$ cat config.mk
export PLATFORM = sky130hd
export DESIGN_NAME = stream_demux1to4
export DESIGN_NICKNAME = d
export VERILOG_FILES = /design/src/rtl/stream_demux1to4.sv
export SDC_FILE = /design/constraint.sdc
export NUM_CORES = 1
export LEC_CHECK = 0
export ABC_AREA = 0
export CAP_MARGIN = 20
export CORE_ASPECT_RATIO = 1.75
export CORE_UTILIZATION = 48
export DETAILED_ROUTE_END_ITERATION = 10
export PLACE_DENSITY_LB_ADDON = 0.2
export REMOVE_ABC_BUFFERS = 1
export SYNTH_ARGS = -nofsm -noshare
export SYNTH_HDL_FRONTEND = slang
export SYNTH_SLANG_ARGS = --single-unit
$ cat constraint.sdc
create_clock -name clk -period 6 [get_ports clk]
set_clock_uncertainty 0.2 [all_clocks]
set_input_delay 1.2 -clock clk [delete_from_list [all_inputs] [get_ports clk]]
set_output_delay 1.2 -clock clk [all_outputs]
set_load 0.02 [all_outputs]
$ cat src/rtl/stream_demux1to4.sv
// stream_demux1to4 -- 1-to-4 valid/ready stream demultiplexer.
//
// Routes each input beat to one of four output channels selected per beat by
// in_sel. Every channel owns a one-entry output register, so a stalled
// consumer only blocks input beats aimed at its own channel. Beats already
// held in the other channels keep draining independently.
//
// Ports:
//   clk        rising-edge clock, the only clock
//   rst_n      synchronous active-low reset
//   in_valid   input beat valid
//   in_ready   block can accept the beat this cycle (comb. from in_sel/out_ready)
//   in_data    input payload, DATA_W bits
//   in_sel     destination channel 0..3
//   out_valid  bit i: channel i holds a beat
//   out_ready  bit i: consumer i accepts this cycle
//   out_data   channel i payload at [i*DATA_W +: DATA_W]
//   cnt_flat   (only with STREAM_DEMUX_CNT_EN) four saturating 16-bit
//              delivered-beat counters, counter i at [i*16 +: 16]
//
// Optional feature macro: STREAM_DEMUX_CNT_EN

module stream_demux1to4 #(
    parameter int unsigned DATA_W = 8
) (
    input  logic                  clk,
    input  logic                  rst_n,
    input  logic                  in_valid,
    output logic                  in_ready,
    input  logic [DATA_W-1:0]     in_data,
    input  logic [1:0]            in_sel,
    output logic [3:0]            out_valid,
    input  logic [3:0]            out_ready,
`ifdef STREAM_DEMUX_CNT_EN
    output logic [63:0]           cnt_flat,
`endif
    output logic [4*DATA_W-1:0]   out_data
);

    logic [3:0]        full_q;
    logic [3:0]        full_d;
    logic [DATA_W-1:0] buf_q [4];
    logic [3:0]        load;
    logic [3:0]        drain;
    logic              in_fire;

    // A full channel can still take a beat when its consumer drains on the same
    // edge, giving one beat per cycle per channel. in_valid is not used here so
    // the ready path never loops back through the source.
    always_comb begin
        in_ready = ~full_q[in_sel] | out_ready[in_sel];
        in_fire  = in_valid & in_ready;
    end

    always_comb begin
        load  = 4'b0000;
        drain = full_q & out_ready;
        for (int i = 0; i < 4; i++) begin
            if (in_fire && (in_sel == 2'(i))) begin
                load[i] = 1'b1;
            end
        end
        // Load wins over drain: the old beat leaves, the new one takes its place.
        full_d = load | (full_q & ~drain);
    end

    always_ff @(posedge clk) begin
        if (!rst_n) begin
            full_q <= 4'b0000;
            for (int i = 0; i < 4; i++) begin
                buf_q[i] <= '0;
            end
        end else begin
            full_q <= full_d;
            for (int i = 0; i < 4; i++) begin
                if (load[i]) begin
                    buf_q[i] <= in_data;
                end
            end
        end
    end

    always_comb begin
        out_valid = full_q;
        out_data  = '0;
        for (int i = 0; i < 4; i++) begin
            out_data[i*DATA_W +: DATA_W] = buf_q[i];
        end
    end

`ifdef STREAM_DEMUX_CNT_EN
    logic [15:0] cnt_q [4];

    always_ff @(posedge clk) begin
        if (!rst_n) begin
            for (int i = 0; i < 4; i++) begin
                cnt_q[i] <= 16'd0;
            end
        end else begin
            for (int i = 0; i < 4; i++) begin
                // Saturate rather than wrap so a stuck-high count is obvious.
                if (drain[i] && (cnt_q[i] != 16'hFFFF)) begin
                    cnt_q[i] <= cnt_q[i] + 16'd1;
                end
            end
        end
    end

    always_comb begin
        cnt_flat = '0;
        for (int i = 0; i < 4; i++) begin
            cnt_flat[i*16 +: 16] = cnt_q[i];
        end
    end
`endif

endmodule

==> flow_metrics.tcl <==
set metrics [dict create \
    synth.top_cell.area_share 0.617 \
    postLayoutCoreUtil 0.692 \
    seq_power_share 0.554 \
    required_ns 4.60 \
    syn_area_sq_um 1560 \
    path_class "in2out" \
    setup_viol 0 \
    place_hpwl_mm 2.43 \
    crit-reg2reg-capture "buf_q[2][5]$_SDFFCE_PN0P_" \
    fin_crit_ns 4.33 \
    cts_buffer_depth 2 \
    track_usage 0.201 \
    drt-pass1-iter-count 6 \
    initial_core_util 0.501 \
    cp_max_fo 9 \
    io-pin-count 54 \
    whs_ns 0.345 \
    routed_via_density 5.35 \
    p_sw_frac 0.233 \
    holdPathStages 2 \
    clk_latency_ns 0.28 \
    outcome "completed" \
    synth.avg_cell_area_sq_um 13.7 \
    routed_wl_mm 3.18 \
    hold_viol 0 \
    crit_path_start_kind "input port" \
    dieArea_sq_um 3490 \
    ys_warn_count 0 \
    synth.distinct_cells 22 \
    cp-end-kind "primary output" \
    p_leak_nw 0.719 \
    fillers 247 \
    portBuffers 53 \
    critPathArrivalTime_ns 2.93 \
    area_growth_pct 38.2 \
    ctsHoldBuffers 0 \
    peakVddDrop_v 0.000178 \
    hp-class "reg2reg" \
    fp-row-count 27 \
    cts_root_buffer "clkbuf_8" \
    synth_area_leaders "edfxtp_1 (62%), nor3_1 (7.7%), dfxtp_1 (5.1%), nor3_2 (5.1%), nand3_1 (2.9%)" \
    drt-initial-drc-count 45 \
    cts-htree-levels 2 \
    wl_per_cell_um 15.4 \
    power_density_nw_per_um2 241 \
    vias 1108 \
    ys.flop_type "edfxtp_1" \
    fin_crit_sh 0.722 \
    cts-resized-gates 0 \
    rsz0062_at_grt "no" \
    drc 0 \
    power.switching_w 0.000121 \
    r2r_start "out_valid[2]$_SDFF_PN0_" \
    clock-sinks 36 \
    synthMostInstantiatedCell "edfxtp_1" \
    cts_setup_buffers 0 \
    synth-seq-cells 36 \
    synthTopCellsByCount "edfxtp_1 (32), nor3_1 (24), nand3_1 (9)" \
    postSynthCellCount 114 \
    grt.overflow.total 0 \
    report.final.slew_viol_count 0 \
    multi_input_area_sq_um 438 \
    power_frac_clock 0.304 \
    grt_max_degree 17 \
    path_clk_slew_ns 0.07 \
    ff2ff_setup_slack_ns 3.95 \
    tightest_slew_ns 1.08 \
    hold_path_end "out_valid[2]$_SDFF_PN0_" \
    ys_seq_area_frac 0.668 \
    place_congestion 0.756 \
    drv_cap 0 \
    setup_tns_ns 0 \
    r2r_cells 2 \
    cts_tree "yes" \
    nets 180 \
    core_sq_um 3110 \
    p_int_w 0.000398 \
    grt_pass1_wl_mm 4.89 \
    synth.largest_area_cell "edfxtp_1" \
    cts_buffers 5 \
    combPwrFrac 0.142 \
    slew_headroom 0.272 \
    synth-edff-count 32 \
    die_w_um 45.1 \
    holdCritStartpoint "out_valid[2]$_SDFF_PN0_" \
    n_antenna_cell 0 \
    async_flop_share 0 \
    die_h_um 77.4 \
    antenna_found_initial 0 \
    drive_above_1_share 0.0976 \
    seq_area_sq_um 1040 \
    ant_nets 0 \
    fmax_ghz 0.231 \
    grt_pass1_vias 1037 \
]
## power by group through the flow
stage	Combinational (W)	Clock [W]	Sequential (W)
2_1_floorplan	0.0000183	0	0.000308
3_3_place_gp	0.0000718	0	0.000293
3_5_place_dp	0.0000734	0	0.000294
4_1_cts	0.0000735	0.000161	0.000288
5_1_grt	0.0000776	0.000172	0.000289
6_report	0.0000737	0.000158	0.000288
## cell type report
type | instances | area share
clock buffer | 7 | 0.0355
clock inverter | 1 | 0.00174
inverter | 1 | 0.00174
multi-input combinational | 65 | 0.203
sequential | 36 | 0.484
tap | 43 | 0.0250
timing repair buffer | 54 | 0.249
## registers in the layout, indices dropped and copies added, names as in the netlist
register   cells
buf_q         32
out_valid      4
## worst max-delay path by stage
stage,cells after the start,to,from,slack [ns]
floorplan,2,in_ready,out_ready[0],2.68
global placement,3,in_ready,in_sel[1],1.70
detailed placement,3,in_ready,in_sel[1],1.67
CTS,3,in_ready,in_sel[1],1.66
global route,3,in_ready,in_sel[1],1.63
finish,3,in_ready,in_sel[1],1.67
## through the flow
step,cells,power [W],setup slack [ns],area (sq um)
after floorplan,102,0.000326,2.68,1480
after global placement,198,0.000364,1.70,2070
after detailed placement,198,0.000367,1.67,2070
after CTS,206,0.000523,1.66,2150
after global routing,207,0.000538,1.63,2150
final,207,0.000520,1.67,2150
## placed cells by master (no fill, tap or decap), types with 2 or more instances in the layout
cell type	n
nor3_2	8
dfxtp_1	4
o31ai_1	3
nand2b_1	5
edfxtp_1	32
clkbuf_1	2
nor2b_1	4
nand3_1	9
nand3b_1	2
clkbuf_8	5
clkdlybuf4s50_1	53
nor3_1	24
a21boi_0	3
## per-layer routing
layer / up-vias / part of all wire / GRT usage
met5: - / 0 / 0
met4: 0 / 0.036 / 0.112
met3: 11 / 0.045 / 0.0512
met2: 53 / 0.55 / 0.348
met1: 522 / 0.37 / 0.207
li1: 522 / - / -
## worst max-delay path: stages
cell and delay [ns]:
clkdlybuf4s50_1 0.64, mux4_2 0.55, clkdlybuf4s50_1 0.55
## cell families after synthesis
kind of cell	after synthesis	synth area share
flip-flops	36	0.668
buffers and inverters	13	0.0506
multiplexers	1	0.0145
AND/OR/NAND/NOR	56	0.219
AO/OA/AOI/OAI	8	0.0474
No activity file was read; power rests on OpenSTA's default activity.
